`config.mk`:
```
export PLATFORM = sky130hd
export DESIGN_NAME = bit_index_serializer_flat
export DESIGN_NICKNAME = d
export VERILOG_FILES = /design/src/rtl/bit_index_serializer_if.sv /design/src/rtl/bit_index_serializer.sv /design/src/flat_wrapper.sv
export SDC_FILE = /design/constraint.sdc
export NUM_CORES = 1
export LEC_CHECK = 0
export ABC_AREA = 1
export CAP_MARGIN = 20
export CORE_MARGIN = 2
export CORE_UTILIZATION = 50
export CTS_CLUSTER_DIAMETER = 100
export DETAILED_ROUTE_END_ITERATION = 16
export PLACE_DENSITY = 0.85
export SKIP_CTS_REPAIR_TIMING = 1
export SLEW_MARGIN = 40
export SYNTH_ARGS = -nofsm -noshare
export SYNTH_HDL_FRONTEND = slang
export SYNTH_SLANG_ARGS = --single-unit
```
`constraint.sdc`:
```
create_clock -name clk -period 1.7 [get_ports clk]
set_input_delay 0.34 -clock clk [delete_from_list [all_inputs] [get_ports clk]]
set_output_delay 0.34 -clock clk [all_outputs]
set_load 0.02 [all_outputs]
```
`src/rtl/bit_index_serializer_if.sv`:
```
// Handshake bundle for the bit-index serializer: word input side and
// index output side. The slave modport is the serializer itself; the
// master modport is whatever produces words and consumes indices.
interface bit_index_serializer_if #(
    parameter int WIDTH = 8
);
    localparam int IW = $clog2(WIDTH);

    logic [WIDTH-1:0] data_i;
    logic             data_val_i;
    logic             data_rdy_o;
    logic [IW-1:0]    index_o;
    logic             index_val_o;
    logic             index_rdy_i;
    logic             index_last_o;
    logic             zero_o;
    logic [IW:0]      seq_o;

    modport master (
        output data_i,
        output data_val_i,
        output index_rdy_i,
        input  data_rdy_o,
        input  index_o,
        input  index_val_o,
        input  index_last_o,
        input  zero_o,
        input  seq_o
    );

    modport slave (
        input  data_i,
        input  data_val_i,
        input  index_rdy_i,
        output data_rdy_o,
        output index_o,
        output index_val_o,
        output index_last_o,
        output zero_o,
        output seq_o
    );
endinterface

```
`src/rtl/bit_index_serializer.sv`:
```
// Bit-index serializer: accepts one WIDTH-bit word and emits the positions
// of its set bits, lowest first, one beat per set bit. An all-zero word
// still produces a single beat flagged with zero_o so the consumer always
// sees a terminating last beat for every accepted word.
//
// state | meaning
// ------+-----------------------------------------------------------
// IDLE  | waiting for a word; data_rdy_o high once out of reset
// EMIT  | presenting index beats; remainder holds bits not yet sent
module bit_index_serializer #(
    parameter int WIDTH = 8
) (
    input  logic                  clk,
    input  logic                  arst_n_i,
    bit_index_serializer_if.slave bus
);

    localparam int IW = $clog2(WIDTH);
    localparam int SW = IW + 1;

    typedef enum logic [0:0] {
        IDLE = 1'b0,
        EMIT = 1'b1
    } state_t;

    state_t           state;
    logic [WIDTH-1:0] remainder;
    logic [IW-1:0]    index_q;
    logic [SW-1:0]    seq_q;
    logic             val_q;
    logic             rdy_q;
    logic             last_q;
    logic             zero_q;

    logic [IW-1:0]    in_lsb;
    logic [WIDTH-1:0] in_rest;
    logic [IW-1:0]    rem_lsb;
    logic [WIDTH-1:0] rem_rest;

    // Position of the lowest set bit; scanning downward lets the lowest
    // hit overwrite any higher one. Returns 0 for an all-zero word.
    function automatic logic [IW-1:0] lowest_set(input logic [WIDTH-1:0] w);
        logic [IW-1:0] pos;
        pos = '0;
        for (int i = WIDTH - 1; i >= 0; i--) begin
            if (w[i]) begin
                pos = IW'(i);
            end
        end
        return pos;
    endfunction

    // Lowest-bit lookup and clear for both the incoming word and the
    // remainder; w & (w-1) drops exactly the lowest set bit.
    always_comb begin
        in_lsb   = lowest_set(bus.data_i);
        in_rest  = bus.data_i & (bus.data_i - WIDTH'(1));
        rem_lsb  = lowest_set(remainder);
        rem_rest = remainder & (remainder - WIDTH'(1));
    end

    // Sequencing FSM with all outputs registered. data_rdy_o is held low
    // through reset and rises on the first edge after release.
    always_ff @(posedge clk or negedge arst_n_i) begin
        if (!arst_n_i) begin
            state     <= IDLE;
            remainder <= '0;
            index_q   <= '0;
            seq_q     <= '0;
            val_q     <= 1'b0;
            rdy_q     <= 1'b0;
            last_q    <= 1'b0;
            zero_q    <= 1'b0;
        end else begin
            case (state)
                IDLE: begin
                    val_q <= 1'b0;
                    if (rdy_q && bus.data_val_i) begin
                        state <= EMIT;
                        rdy_q <= 1'b0;
                        val_q <= 1'b1;
                        if (bus.data_i == '0) begin
                            index_q   <= '0;
                            remainder <= '0;
                            seq_q     <= '0;
                            last_q    <= 1'b1;
                            zero_q    <= 1'b1;
                        end else begin
                            index_q   <= in_lsb;
                            remainder <= in_rest;
                            seq_q     <= SW'(1);
                            last_q    <= (in_rest == '0);
                            zero_q    <= 1'b0;
                        end
                    end else begin
                        rdy_q <= 1'b1;
                    end
                end

                EMIT: begin
                    // val_q is always high here, so index_rdy_i alone
                    // completes the beat; otherwise everything holds.
                    if (bus.index_rdy_i) begin
                        if (last_q) begin
                            state     <= IDLE;
                            val_q     <= 1'b0;
                            rdy_q     <= 1'b1;
                            index_q   <= '0;
                            seq_q     <= '0;
                            last_q    <= 1'b0;
                            zero_q    <= 1'b0;
                            remainder <= '0;
                        end else begin
                            index_q   <= rem_lsb;
                            remainder <= rem_rest;
                            seq_q     <= seq_q + SW'(1);
                            last_q    <= (rem_rest == '0);
                        end
                    end
                end

                default: begin
                    state <= IDLE;
                    val_q <= 1'b0;
                    rdy_q <= 1'b1;
                end
            endcase
        end
    end

    assign bus.data_rdy_o   = rdy_q;
    assign bus.index_val_o  = val_q;
    assign bus.index_o      = index_q;
    assign bus.index_last_o = last_q;
    assign bus.zero_o       = zero_q;
    assign bus.seq_o        = seq_q;

endmodule

```
`src/flat_wrapper.sv`:
```
// flat-port wrapper written by rule: the top's interface ports become plain ports
module bit_index_serializer_flat 
#(
    parameter int WIDTH = 8
)
  (clk, arst_n_i, bus_data_i, bus_data_val_i, bus_index_rdy_i, bus_data_rdy_o, bus_index_o, bus_index_val_o, bus_index_last_o, bus_zero_o, bus_seq_o);
  bit_index_serializer_if #(.WIDTH(WIDTH)) bus_i ();
  input  logic clk;
  input  logic arst_n_i;
  input wire logic [$bits(bus_i.data_i)-1:0] bus_data_i;
  input wire logic [$bits(bus_i.data_val_i)-1:0] bus_data_val_i;
  input wire logic [$bits(bus_i.index_rdy_i)-1:0] bus_index_rdy_i;
  output wire logic [$bits(bus_i.data_rdy_o)-1:0] bus_data_rdy_o;
  output wire logic [$bits(bus_i.index_o)-1:0] bus_index_o;
  output wire logic [$bits(bus_i.index_val_o)-1:0] bus_index_val_o;
  output wire logic [$bits(bus_i.index_last_o)-1:0] bus_index_last_o;
  output wire logic [$bits(bus_i.zero_o)-1:0] bus_zero_o;
  output wire logic [$bits(bus_i.seq_o)-1:0] bus_seq_o;
  assign bus_i.data_i = bus_data_i;
  assign bus_i.data_val_i = bus_data_val_i;
  assign bus_i.index_rdy_i = bus_index_rdy_i;
  assign bus_data_rdy_o = bus_i.data_rdy_o;
  assign bus_index_o = bus_i.index_o;
  assign bus_index_val_o = bus_i.index_val_o;
  assign bus_index_last_o = bus_i.index_last_o;
  assign bus_zero_o = bus_i.zero_o;
  assign bus_seq_o = bus_i.seq_o;
  bit_index_serializer #(.WIDTH(WIDTH)) u_core (.clk(clk), .arst_n_i(arst_n_i), .bus(bus_i));
endmodule
```
## Yosys cells after proc, flatten, opt, wreduce, memory -nomap -nowiden

Cells that the tools add are included.

- Memories: 0
- Latch bits: 0
- Register bits after elaboration: 20
- ROM bits: 0
- Memory bits (writable): 0
- Output and inout bits: 11
- Logic and storage cells: 74

- Order comparisons: 0
- Div/mod/pow operators: 0
- Add/subtract/negate cells: 3
- Reduce and logical (&&, ||, !) cells: 7
- Shift operators: 0
- Equality and inequality tests: 3
- Bitwise logic cells: 3
- Multipliers: 0
- Muxes and demuxes: 50

Operators with widths:

| operator | number |
|---|---|
| 2-to-1 mux 3 bit | 20 |
| 2-to-1 mux 8 bit | 4 |
| zero test 8 bit | 3 |
| AND 8 bit | 2 |
| case mux 8 bit (2 select lines) | 1 |
| subtractor 8 x 1 -> 8 bit (second input constant) | 2 |
| 2-to-1 mux 1 bit | 15 |
| 2-to-1 mux 4 bit | 3 |
| case mux 1 bit (2 select lines) | 5 |
| case mux 4 bit (2 select lines) | 1 |
| case mux 3 bit (2 select lines) | 1 |
| adder 4 x 1 -> 4 bit (second input constant) | 1 |
| inequality test 2 bit (second input constant) | 2 |
| AND reduction 2 bit | 2 |
| AND reduction 3 bit | 1 |
| inequality test 2 x 1 -> 1 bit (second input constant) | 1 |
| logical AND 1 bit | 1 |
| inverter 1 bit | 1 |

## Depth between registers and ports, before layout

- Depth in word-level cells: 11
- Depth in mapped cells: 10

## Worst setup path after synthesis

Ideal clock, no wire load.

- Kind: register to register
- Start: reg u_core.rdy_q, in the netlist u_core.bus.data_rdy_o
- End: reg u_core.remainder[7]
- Slack: 0.383 ns
- Period minus slack after synthesis: 1.317 ns
- Cell stages (with the launch flop): 8
- Data arrival time: 1.194 ns
- Buffers on the path: 1
- Setup time: 0.123 ns
- Data required time: 1.577 ns
- Cells stage by stage: dfrtp_1 nand2_1 nor2_4 a21oi_4 inv_4 buf_6 o21ai_0 nand2_1

- Word-level cells in the longest chain between the ends: 3

Ends and longest elaborated chain:

| element | line | RTL |
|---|---|---|
| from (decl) | bit_index_serializer.sv:31 | `logic rdy_q;` |
| from (signal assigned) | bit_index_serializer.sv:71 | `rdy_q <= 1'b0;` |
| from (signal assigned) | bit_index_serializer.sv:80 | `rdy_q <= 1'b0;` |
| from (signal assigned) | bit_index_serializer.sv:96 | `rdy_q <= 1'b1;` |
| logical AND 1 bit | bit_index_serializer.sv:78 | `if (rdy_q && bus.data_val_i) begin` |
| inequality test 2 x 1 -> 1 bit (no line) | -- |  |
| AND reduction 2 bit (no line) | -- |  |
| to (signal assigned) | bit_index_serializer.sv:90 | `remainder <= in_rest;` |
| to (signal assigned) | bit_index_serializer.sv:115 | `remainder <= rem_rest;` |
| to (decl) | bit_index_serializer.sv:27 | `logic [WIDTH-1:0] remainder;` |

Every way passes these cells.
A chain may end at the register's enable or synchronous reset.

## Final worst setup path

- Start: reg u_core.seq_q[3], in the netlist u_core.bus.seq_o[3]
- End: out bus_seq_o[3]

RTL lines:

| element | line | RTL |
|---|---|---|
| from (decl) | bit_index_serializer.sv:29 | `logic [SW-1:0] seq_q;` |
| from (signal assigned) | bit_index_serializer.sv:116 | `seq_q <= seq_q + SW'(1);` |
| to (decl) | flat_wrapper.sv:18 | `output wire logic [$bits(bus_i.seq_o)-1:0] bus_seq_o;` |

No word-level cell between the ends.

==> metrics.md <==
| Metric | Value |
|---|---|
| Crit path max fanout | 2 |
| Overall Global Routing Usage | 22.6% |
| Die X | roughly 52 um |
| Worst EP arrival | ~1300 ps |
| Post-synth top area share | 41.0% |
| Placer congestion estimate | 0.922 |
| Vias in the first global route | roughly 1100 |
| First drt pass iteration count | 5 |
| Post-route cell area | 0.00150 mm^2 |
| Multi-input gate area | 596 um^2 |
| Die area | 0.00272 mm^2 |
| Io pins | 23 |
| Storage cell area | approximately 480 um^2 |
| DPL Wire Length | between 2 and 2.5 mm |
| Dominant cells by area after synthesis | dfrtp_1 41%, nand2_1 16%, nor2_1 9.1%, inv_1 4.5%, nand3_1 3.9% |
| CTS Sinks | 19 |
| Area Overhead vs Synth | 29.4% |
| CTS buffer count | 3 |
| Total Power | 2.41 mW |
| H-tree Lvls | 1 |
| Initial Utilization | a little over half |
| Period Utilization, post-route | 96.1% |
| Nets@finish | 213 |
| CP endpoint kind | output pin |
| Global-route wire length before repair | 4.53 mm |
| Row count | 17 |
| Synth area leader | dfrtp_1 |
| Setup Viol. Count Final | 0 |
| Die Height | between 50 and 60 um |
| Worst-path cell chain | clkdlybuf4s50_1 |
| Syn nets | 178 |
| Final WS setup | about 66 ps |
| Worst setup SP type | flop |
| Worst Setup Path Type | flop to output pin |
| Clock Skew | 7.87 ps |
| Share of layout cells above drive strength 1 | 11.1% |
| RR Endpoint | u_core.remainder[7]$_DFFE_PN0P_ |
| Core area | 0.00221 mm^2 |
| Post-Syn Instances | 165 |
| Status | complete, no violations |
| Port bufs | 22 |
| Synth Register Bits | 19 |
| Distinct cells, synth | 26 |
| Largest net degree at the start of global routing | 20 |
| Initial DRC count | 36 |
| Slowest stage cell, crit path | clkdlybuf4s50_1 |
| Ant. Diodes | 0 |
| Clk buf depth | 2 |
| Crit path depth | 1 |
| Worst-Skew Late Latency | around 300 ps |
| Post-layout min period | 1630 ps |
| Data required time at the worst endpoint | 1360 ps |
| Initial antenna violation count | 0 |
| Post-placement setup slack | -42.8 ps |
| Clock Root Buffer | clkbuf_4 |
| Leakage | 0.755 nW |
| P per Cell Area | 1610 mW/mm^2 |
| Critical R2R Launch | u_core.remainder[3]$_DFFE_PN0P_ |
| Register area share after synthesis | approximately two fifths |
| Wirelength per Cell | 12.3 um |
| Remaining antenna violation count after routing | 0 |
| Worst-Margin Slew | 360 ps |
| Flop2flop setup slack | 190 ps |
| Rel. slew slack | 76.0% |
| Via density | 5.26 |
| Max Freq | 612 MHz |
| CTS clk-pin slew, worst paths | 110 ps |
| Max-Cap Viols | 0 |
| CTS tree | built |
| Synth warn | 0 |
| Buf/Inv on CP | 1 |
| Final wirelength | between 2 and 3 mm |
| Via Count | roughly 1200 |
| Fin Setup TNS | 0 ps |
| Global route overflow | 0 |
| Worst r2r path cells | 6 |
| Cell family with most CP delay | buffers and inverters |
| Hold Fails Final Rpt | 0 |
| Slowest stage delay, CP | approximately 610 ps |
| Syn Area/Cell | 7.03 um^2 |
| Drt drc | 0 |
| VDD IR max | 0.000973 V |
| Max-slew violation count | 0 |
| Fillers | 182 |
| Synthesized area | 0.00116 mm^2 |
| Dpl cell area | 0.00147 mm^2 |
| RSZ-0062 raised after global routing | false |
| HP Class | primary input to asynchronous set/reset pin |
## where the power goes
group          leakage (nW)  switching, mW  internal (mW)
Combinational         0.500          0.809          0.543
Sequential            0.240          0.195          0.634
Clock                0.0150          0.136         0.0914
## sequential cells by signal (all words and copies together) (netlist names)
register and count:
u_core.remainder 7, u_core.bus.seq_o 4, u_core.bus.index_o 3, u_core.bus.data_rdy_o 1, u_core.bus.index_last_o 1, u_core.bus.index_val_o 1, u_core.bus.zero_o 1, u_core.state 1
## synth_stat cells (all sizes together)
cell type and instances:
a21oi 9, a31oi 1, buf 2, dfrtp 19
ha 1, inv 17, nand2 51, nand3 9
nand3b 1, nand4 1, nor2 31, nor3 1
o21ai 13, o21bai 1, o22ai 4, o31ai 1
or2 1, xnor2 1, xor2 1
## layer usage
metal	track usage, %	vias to the layer above	part of all wire [%]
met1	28.2	525	43
met4	10.7	0	2.3
met3	3.45	9	6.6
met5	0	-	0
li1	-	600	-
met2	38.2	59	48
## cell usage in the layout (no fill, tap or decap), drive strengths merged
| master | netlist | final |
|---|---|---|
| xor2 | 1 | 1 |
| clkdlybuf4s50 | 0 | 19 |
| or2 | 1 | 1 |
| xnor2 | 1 | 1 |
| a21oi | 9 | 9 |
| inv | 17 | 17 |
| a31oi | 1 | 1 |
| nand3b | 1 | 1 |
| dlymetal6s2s | 0 | 3 |
| nand4 | 1 | 1 |
| dfrtp | 19 | 19 |
| o22ai | 4 | 4 |
| ha | 1 | 1 |
| o21ai | 13 | 13 |
| nand3 | 9 | 9 |
| nor3 | 1 | 1 |
| clkbuf | 0 | 4 |
| o21bai | 1 | 1 |
| nor2 | 31 | 31 |
| o31ai | 1 | 1 |
| nand2 | 51 | 51 |
| buf | 2 | 10 |
## metrics by stage
stage | cells | hold slack [ps] | utilization, %
2_1_floorplan | 165 | 44.4 | -
3_3_place_gp | 223 | 456 | 66.3
3_5_place_dp | 223 | 479 | 66.3
5_1_grt | 227 | 364 | 67.9
4_1_cts | 227 | 375 | 67.5
6_report | 227 | 364 | 67.9
## worst max path at each step
stage	endpoint	from	slack, ps
floorplan	u_core.remainder[7]$_DFFE_PN0P_	u_core.bus.data_rdy_o$_DFFE_PN0P_	380
global placement	u_core.bus.index_o[0]$_DFFE_PN0P_	bus_data_i[0]	-3
global route	bus_seq_o[2]	u_core.bus.seq_o[2]$_DFFE_PN0P_	10
detailed placement	u_core.remainder[7]$_DFFE_PN0P_	bus_data_i[0]	-40
finish	bus_seq_o[3]	u_core.bus.seq_o[3]$_DFFE_PN0P_	70
CTS	bus_index_last_o	u_core.bus.index_last_o$_DFFE_PN0P_	-40
## layout make-up
| type | instances | area share (%) |
|---|---|---|
| clock buffer | 4 | 1.75 |
| tap | 28 | 2.33 |
| timing repair buffer | 32 | 20.2 |
| inverter | 17 | 4.42 |
| multi-input combinational | 127 | 39.7 |
| sequential | 19 | 31.7 |
## cell families (layout without fill, tap and decap cells)
family	after synthesis	after routing	share of synthesized area [%]
simple gates	95	95	34.3
compound gates	29	29	14.5
flops	19	19	41.0
buf+inv	19	53	7.66
xor+xnor	2	2	1.51
fa+ha+maj	1	1	1.08
No activity file was read; power rests on OpenSTA's default activity.
